`src/rtl/alu_nibble_sequencer.sv`:
```
// Runs one 4*NIBBLES-bit add/sub/inc/dec through a shared 4-bit datapath, one nibble per step, LSB nibble first.
// Optional flag outputs (flag_z, flag_n) are enabled by defining ALU_SEQ_FLAGS_EN.
module alu_nibble_sequencer #(
    parameter int NIBBLES       = 4,
    parameter int SETTLE_CYCLES = 2
) (
    input  logic                   clk,
    input  logic                   rst,
    input  logic                   start,
    input  logic [2:0]             op,
    input  logic [4*NIBBLES-1:0]   opa,
    input  logic [4*NIBBLES-1:0]   opb,
    output logic                   busy,
    output logic                   done,
    output logic [4*NIBBLES-1:0]   result,
    output logic                   cout_out,
`ifdef ALU_SEQ_FLAGS_EN
    output logic                   flag_z,
    output logic                   flag_n,
`endif
    output logic [3:0]             alu_a,
    output logic [3:0]             alu_b,
    output logic [1:0]             alu_s,
    output logic                   alu_cin,
    input  logic [3:0]             alu_d,
    input  logic                   alu_cout
);

    localparam int W     = 4 * NIBBLES;
    localparam int IDX_W = (NIBBLES > 1) ? $clog2(NIBBLES) : 1;
    localparam int CNT_W = $clog2(SETTLE_CYCLES + 1);

    typedef enum logic [1:0] {IDLE, SETTLE, CAPTURE, DONE} state_t;

    state_t             state_q, state_d;
    logic [W-1:0]       opa_q, opa_d, opb_q, opb_d;
    logic [W-1:0]       shadow_q, shadow_d, result_q, result_d;
    logic [IDX_W-1:0]   idx_q, idx_d, idx_next;
    logic [CNT_W-1:0]   cnt_q, cnt_d;
    logic               carry_q, carry_d;
    logic               busy_q, busy_d, done_q, done_d, cout_q, cout_d;
    logic [3:0]         alu_a_q, alu_a_d, alu_b_q, alu_b_d;
    logic [1:0]         alu_s_q, alu_s_d;
    logic               alu_cin_q, alu_cin_d;
`ifdef ALU_SEQ_FLAGS_EN
    logic               flag_z_q, flag_z_d, flag_n_q, flag_n_d;
`endif

    function automatic logic [3:0] nib_of(input logic [W-1:0] v, input logic [IDX_W-1:0] k);
        logic [3:0] n;
        n = '0;
        for (int i = 0; i < NIBBLES; i++) begin
            if (k == IDX_W'(i)) n = v[i*4 +: 4];
        end
        return n;
    endfunction

    assign idx_next = idx_q + 1'b1;

    always_comb begin
        state_d   = state_q;
        opa_d     = opa_q;
        opb_d     = opb_q;
        shadow_d  = shadow_q;
        result_d  = result_q;
        idx_d     = idx_q;
        cnt_d     = cnt_q;
        carry_d   = carry_q;
        busy_d    = busy_q;
        done_d    = 1'b0;
        cout_d    = cout_q;
        alu_a_d   = alu_a_q;
        alu_b_d   = alu_b_q;
        alu_s_d   = alu_s_q;
        alu_cin_d = alu_cin_q;
`ifdef ALU_SEQ_FLAGS_EN
        flag_z_d  = flag_z_q;
        flag_n_d  = flag_n_q;
`endif
        case (state_q)
            IDLE, DONE: begin
                state_d = IDLE;
                if (start) begin
                    opa_d     = opa;
                    opb_d     = opb;
                    idx_d     = '0;
                    cnt_d     = '0;
                    carry_d   = op[0];
                    busy_d    = 1'b1;
                    alu_a_d   = opa[3:0];
                    alu_b_d   = opb[3:0];
                    alu_s_d   = op[2:1];
                    alu_cin_d = op[0];
                    state_d   = SETTLE;
                end
            end
            SETTLE: begin
                cnt_d = cnt_q + 1'b1;
                if (cnt_q == CNT_W'(SETTLE_CYCLES - 1)) state_d = CAPTURE;
            end
            CAPTURE: begin
                for (int i = 0; i < NIBBLES; i++) begin
                    if (idx_q == IDX_W'(i)) shadow_d[i*4 +: 4] = alu_d;
                end
                carry_d = alu_cout;
                // Only the final capture publishes; intermediate nibbles stay in the shadow.
                if (idx_q == IDX_W'(NIBBLES - 1)) begin
                    result_d = shadow_d;
                    cout_d   = alu_cout;
                    busy_d   = 1'b0;
                    done_d   = 1'b1;
`ifdef ALU_SEQ_FLAGS_EN
                    flag_z_d = (shadow_d == '0);
                    flag_n_d = shadow_d[W-1];
`endif
                    state_d  = DONE;
                end else begin
                    idx_d     = idx_next;
                    cnt_d     = '0;
                    alu_a_d   = nib_of(opa_q, idx_next);
                    alu_b_d   = nib_of(opb_q, idx_next);
                    alu_cin_d = carry_d;
                    state_d   = SETTLE;
                end
            end
            default: state_d = IDLE;
        endcase
    end

    always_ff @(posedge clk) begin
        if (rst) begin
            state_q   <= IDLE;
            opa_q     <= '0;
            opb_q     <= '0;
            shadow_q  <= '0;
            result_q  <= '0;
            idx_q     <= '0;
            cnt_q     <= '0;
            carry_q   <= 1'b0;
            busy_q    <= 1'b0;
            done_q    <= 1'b0;
            cout_q    <= 1'b0;
            alu_a_q   <= '0;
            alu_b_q   <= '0;
            alu_s_q   <= '0;
            alu_cin_q <= 1'b0;
`ifdef ALU_SEQ_FLAGS_EN
            flag_z_q  <= 1'b0;
            flag_n_q  <= 1'b0;
`endif
        end else begin
            state_q   <= state_d;
            opa_q     <= opa_d;
            opb_q     <= opb_d;
            shadow_q  <= shadow_d;
            result_q  <= result_d;
            idx_q     <= idx_d;
            cnt_q     <= cnt_d;
            carry_q   <= carry_d;
            busy_q    <= busy_d;
            done_q    <= done_d;
            cout_q    <= cout_d;
            alu_a_q   <= alu_a_d;
            alu_b_q   <= alu_b_d;
            alu_s_q   <= alu_s_d;
            alu_cin_q <= alu_cin_d;
`ifdef ALU_SEQ_FLAGS_EN
            flag_z_q  <= flag_z_d;
            flag_n_q  <= flag_n_d;
`endif
        end
    end

    assign busy     = busy_q;
    assign done     = done_q;
    assign result   = result_q;
    assign cout_out = cout_q;
    assign alu_a    = alu_a_q;
    assign alu_b    = alu_b_q;
    assign alu_s    = alu_s_q;
    assign alu_cin  = alu_cin_q;
`ifdef ALU_SEQ_FLAGS_EN
    assign flag_z   = flag_z_q;
    assign flag_n   = flag_n_q;
`endif

endmodule
```
`config.mk`:
```
export PLATFORM = sky130hd
export DESIGN_NAME = alu_nibble_sequencer
export DESIGN_NICKNAME = d
export VERILOG_FILES = /design/src/rtl/alu_nibble_sequencer.sv
export SDC_FILE = /design/constraint.sdc
export NUM_CORES = 1
export LEC_CHECK = 0
export ABC_AREA = 0
export CAP_MARGIN = 20
export CORE_MARGIN = 10
export CORE_UTILIZATION = 50
export DETAILED_ROUTE_END_ITERATION = 7
export DONT_BUFFER_PORTS = 1
export PLACE_DENSITY_LB_ADDON = 0.3
export SYNTH_ARGS = -nofsm -noshare
export SYNTH_HDL_FRONTEND = slang
export SYNTH_SLANG_ARGS = --single-unit
export TNS_END_PERCENT = 10
```
`constraint.sdc`:
```
create_clock -name clk -period 2.9 [get_ports clk]
set_clock_uncertainty 0.2 [all_clocks]
set_input_delay 0.435 -clock clk [delete_from_list [all_inputs] [get_ports clk]]
set_output_delay 0.435 -clock clk [all_outputs]
set_load 0.02 [all_outputs]
```
# Word level (Yosys, flattened, before mapping)
# Index checks and enable logic that the tools add are counted.
# word_totals
output_inout_bits	30
in_bits	43
regBits	84
elab_cells	76
# op_classes
n_eq_ne	14
n_reduce_logical	11
addsub	2
muxes	34
bitwise	1
# op_table
operator	n
two-way mux 4 bit	16
case mux 4 bit (2 select lines)	2
equality test 2 bit, second input constant	6
case mux 2 bit (3 select lines)	2
two-way mux 2 bit	5
equality test 2 x 1 -> 1 bit, second input constant	4
inequality test 2 bit, second input constant	4
logical NOT 2 bit	3
two-way mux 1 bit	6
AND reduction 2 bit	3
AND reduction 3 bit	2
adder 2 x 1 -> 2 bit, second input constant	2
case mux 1 bit (2 select lines)	2
case mux 2 bit (2 select lines)	1
OR reduction 2 bit	2
nonzero test 2 bit	1
inverter 1 bit	1

# Depth between registers and ports, before layout
# depth
word_depth	8
depth_mapped	8
depth_no_buf	6

# Worst setup path before layout
# OpenSTA, ideal clock, no wires.
# synth_path
kind	reg-to-reg
from	reg idx_q[0]
to	reg alu_a_q[1] (netlist: alu_a[1])
path_stages_with_launch	8
path_buffers	1
slack_ns	1.069
arrival_time_ns	1.488
synth_period_minus_slack_ns	1.831
t_required_ns	2.557
setup_ns	0.143
cell_sequence	dfxtp_1 -> inv_1 -> ha_1 -> or2_1 -> buf_6 -> a221o_1 -> o2111ai_1 -> a211oi_2
# synth_between
elab_chain_cells	8
elab_cells_between_ends	14
cone_classes	1 x add/sub; 5 x eq/ne; 6 x mux; 2 x reduce/logical
# synth_rtl
element	line	rtl
start, declared	38	logic [IDX_W-1:0] idx_q, idx_d, idx_next;
start signal, assigned	157	idx_q <= idx_d;
adder 2 x 1 -> 2 bit	58	assign idx_next = idx_q + 1'b1;
logical NOT 2 bit	53	if (k == IDX_W'(i)) n = v[i*4 +: 4];
two-way mux 4 bit (4 in a row)	53	
two-way mux 4 bit	107	if (idx_q == IDX_W'(NIBBLES - 1)) begin
case mux 4 bit (2 select lines)	80	case (state_q)
end signal, assigned	163	alu_a_q <= alu_a_d;
end, declared	42	logic [3:0] alu_a_q, alu_a_d, alu_b_q, alu_b_d;
# Parallel ways exist; a longest one is shown, timed or not. The select of a mux whose other input is x is not followed.
# A chain may end at the register's enable or synchronous reset.

# Final worst setup path
# layout_path
from	reg idx_q[0]
to	reg alu_b_q[3] (netlist: alu_b[3])
# layout_between
elab_chain_cells	8
elab_cells_between_ends	14
cone_classes	1 x add/sub; 5 x eq/ne; 6 x mux; 2 x reduce/logical
# layout_rtl
element	line	rtl
adder 2 x 1 -> 2 bit	58	
logical NOT 2 bit	53	
two-way mux 4 bit (4 in a row)	53	
two-way mux 4 bit	107	
case mux 4 bit (2 select lines)	80	
end signal, assigned	164	alu_b_q <= alu_b_d;
end, declared	42	
# Parallel ways exist; a longest one is shown, timed or not. The select of a mux whose other input is x is not followed.

==> reports/qor.txt <==
HOLD PATH
------------------------------------------------------------------------------------
Min-Delay Path Class                                                    input pin to flop

STA
------------------------------------------------------------------------------------
Setup repair after global routing missed its margin                               no
Final max-slew violation count                                                     0
Fin crit period                                                              2.25 ns
Final clock period utilization by the worst path                               77.6%
Transition time of the tightest slew-check pin                              0.703 ns
Final Hold Viols                                                                   0
Fmax                                                                         444 MHz
Hold Worst Slack                                                           0.0226 ns
Final sum of negative setup slack                                               0 ns
Setup-violating endpoint count in the final report                                 0
Worst Slack Setup Final                                                     0.649 ns
Worst slew margin                                                              53.0%

PLACE
------------------------------------------------------------------------------------
Routability-driven placement congestion ratio                                  0.760
# port buffers                                                                     0
Detailed placer's ending HPWL                                                5.55 mm
Post-Place Cell Area                                                       3420 um^2
Post-Place Setup Slack                                                      0.679 ns

LAYOUT
------------------------------------------------------------------------------------
FF/Latch Area                                                              1600 um^2
Antenna diode instance count                                                       0
Cell area after layout                                                     3620 um^2
Fillcell total                                                                   652
Most common cell after layout, fill and taps aside                      sky130_fd_sc_hd__nand2_1
Area used by multi-input combinational logic                               1670 um^2
Count of nets after finishing                                                    440
Layout cells sized above 1                                                     8.91%
Post-synthesis to final-layout area growth                                     5.08%
Leading cell types in the layout, fill and taps excluded                sky130_fd_sc_hd__nand2_1, sky130_fd_sc_hd__dfxtp_1, sky130_fd_sc_hd__a21oi_1

FLOORPLANNING
------------------------------------------------------------------------------------
Starting density of the core                                                   51.0%
Placement row count                                                               30
Core outline area                                                          6760 um^2
Die width                                                                     103 um
Vertical extent of the die                                                    103 um
I/O pin cnt                                                                       73
Total die area                                                           10,600 um^2

POWER
------------------------------------------------------------------------------------
Fraction of power spent switching nets                                         26.0%
Part of the power in combinational logic                                        8.8%
Power per standard cell area                                             586 nW/um^2
Net Switching                                                                 552 uW
Leakage power figure                                                      0.00124 uW
Part of the power in registers                                                 57.0%
Worst-case vdd ir drop                                                    0.000225 V
Share of total power in the clock network                                      34.2%
Internal power summed over all cells                                         1570 uW

CTS
------------------------------------------------------------------------------------
Skew-Pair Late Insertion Delay                                               0.33 ns
Post-CTS setup-driven buffer insertion count                                       0
Clock root buffer master                                                sky130_fd_sc_hd__clkbuf_8
CTS tree                                                                        done
Number of buffers on the longest clock path                                        2
Clk sinks                                                                         80
H-tree Lvls                                                                        3
Clock transition at path regs                                                0.08 ns
CTS Buf Count                                                                      9

JOB
------------------------------------------------------------------------------------
Number of maximum-capacitance violations                                           0

YOSYS
------------------------------------------------------------------------------------
Syn avg cell area                                                          8.56 um^2
Number of enable flip-flop cells after synthesis                                   0
Synthesis warning total                                                            0
FF+latch count, synth                                                             80
Area of the mapped netlist                                                 3450 um^2
Post-synth net total                                                             454
Post-synthesis cell type with the largest combined area                 sky130_fd_sc_hd__dfxtp_1
Most used flip-flop cell after synthesis                                sky130_fd_sc_hd__dfxtp_1
Top cells by area in the synthesized netlist                            sky130_fd_sc_hd__dfxtp_1, sky130_fd_sc_hd__nand2_1, sky130_fd_sc_hd__a21oi_1, sky130_fd_sc_hd__mux2i_1, sky130_fd_sc_hd__a211oi_1
Sequential share of the synthesized area                                       46.4%
Netlist cell types                                                                31
Number of instances in the synthesized netlist                                   403
Post-synth ARST share                                                             0%
Share of Yosys cell area claimed by the top area cell type                     46.4%

STATUS
------------------------------------------------------------------------------------
Run status                                                              finished clean

DRT
------------------------------------------------------------------------------------
Detailed Route WL                                                            8.15 mm
WL per Instance                                                              17.2 um
Via count normalized by instance count                                          5.66
Count of antenna-violating nets left after detailed routing                        0
# DRC                                                                              0
Pre-Repair DR Iteration Count                                                      4
Vias post-DR                                                                   2,677
Number of DRC markers after the initial detailed-route iteration                 178

GLOBAL ROUTING
------------------------------------------------------------------------------------
Grt ovf                                                                            0
Vias in the first global route                                                 2,527
Initial antenna violation count                                                    0
First-pass GRT wire length                                                   12.9 mm
Overall global routing resource usage                                          15.5%
Pin count of the biggest net entering global routing                              81

CRITICAL PATH
------------------------------------------------------------------------------------
Crit-path slowest cell                                                  sky130_fd_sc_hd__ha_1
Kind of start point of the critical path                                        flop
Count of buffering cells on the critical path with inverters included              1
Element type at the critical path end                                           flop
Crit-path cells                                                         inv_1 -> ha_1 -> or2_1 -> a221o_1 -> o2111ai_2 -> a211oi_2
Cell family contributing the most delay on the critical path             adder cells
CP Class                                                                flop to flop
Maximum fanout encountered on the critical timing path                            19
Endpoint required time on the critical path                                  2.96 ns
Largest incremental delay on the critical path                               0.60 ns
Arr. time, crit path                                                         2.31 ns

-- path summary, 6_finish.rpt --
| path | slack [ns] | endpoint | cells after the start | from |
|---|---|---|---|---|
| max | 0.65 | alu_b[3] | 6 | idx_q[0] |
| min | 0.02 | cout_out | 2 | alu_cout |
| max reg2reg | 0.65 | alu_b[3] | 6 | idx_q[0] |
| min reg2reg | 0.26 | shadow_q[6] | 2 | shadow_q[6] |
-- worst register-to-register path: stages (launching register included) --
cell	delay (ns)
sky130_fd_sc_hd__dfxtp_1	0.37
sky130_fd_sc_hd__inv_1	0.10
sky130_fd_sc_hd__ha_1	0.60
sky130_fd_sc_hd__or2_1	0.40
sky130_fd_sc_hd__a221o_1	0.18
sky130_fd_sc_hd__o2111ai_2	0.12
sky130_fd_sc_hd__a211oi_2	0.21
-- metal layers --
metal / wire length [um] / track usage [%] / up-vias
met2: 3860 / 24.3 / 66
met3: 638 / 5.16 / 8
met1: 3540 / 19.3 / 1247
li1: - / - / 1356
met4: 118 / 6.20 / 0
met5: 0 / 0 / -
-- power groups by stage --
stage	logic [uW]	registers, uW	clock network [uW]
6_report	187	1210	726
5_1_grt	212	1220	803
4_1_cts	189	1210	745
3_5_place_dp	167	1240	0
3_3_place_gp	161	1240	0
2_1_floorplan	158	1220	0
-- cell families after synthesis --
family	count (synthesis)	synth area share, %
adder cells (fa/ha/maj)	8	2.90
flip-flops	80	46.4
buffers and inverters	36	5.26
multiplexers	15	4.35
AND/OR/NAND/NOR	161	20.2
AO/OA/AOI/OAI	103	20.8
-- state kept, by name (all words and copies together), names as in the netlist, 4 cells and up --
signal	flops
alu_a	4
alu_b	4
result	16
opb_q	16
opa_q	16
shadow_q	12
-- cell type report --
cell class                      instances  area share, %
Tap cell                               80           2.76
Multi-Input combinational cell        287           46.0
Timing Repair Buffer                    6           1.80
Inverter                                5          0.518
Sequential cell                        80           44.2
Clock inverter                          3          0.483
Clock buffer                           12           4.28
-- cell usage after synthesis (4+ instances only) --
cell,number
sky130_fd_sc_hd__dfxtp_1,80
sky130_fd_sc_hd__o2111ai_1,4
sky130_fd_sc_hd__or2b_1,7
sky130_fd_sc_hd__inv_1,5
sky130_fd_sc_hd__nor2_1,26
sky130_fd_sc_hd__a211oi_1,14
sky130_fd_sc_hd__nor2b_1,4
sky130_fd_sc_hd__nand3_1,13
sky130_fd_sc_hd__a221o_1,8
sky130_fd_sc_hd__clkbuf_1,10
sky130_fd_sc_hd__buf_1,4
sky130_fd_sc_hd__mux2i_1,15
sky130_fd_sc_hd__o21ai_0,8
sky130_fd_sc_hd__a21oi_1,54
sky130_fd_sc_hd__nand2_1,99
sky130_fd_sc_hd__buf_4,5
sky130_fd_sc_hd__a211oi_2,8
sky130_fd_sc_hd__ha_1,8
sky130_fd_sc_hd__o2111ai_2,4
sky130_fd_sc_hd__buf_2,9
-- metrics by stage --
stage | utilization (%) | cells | power, uW
finish | 53.6 | 473 | 2120
global route | 53.6 | 473 | 2230
CTS | 53.6 | 473 | 2150
detailed placement | 50.7 | 457 | 1400
global placement | 50.7 | 457 | 1400
floorplan | - | 403 | 1380
-- repair_timing --
item,4_1_cts,5_1_grt
gates resized for setup,0,0
hold buffers,1,0
endpoints found under the hold margin,80,0
No activity file was read; power rests on OpenSTA's default activity.
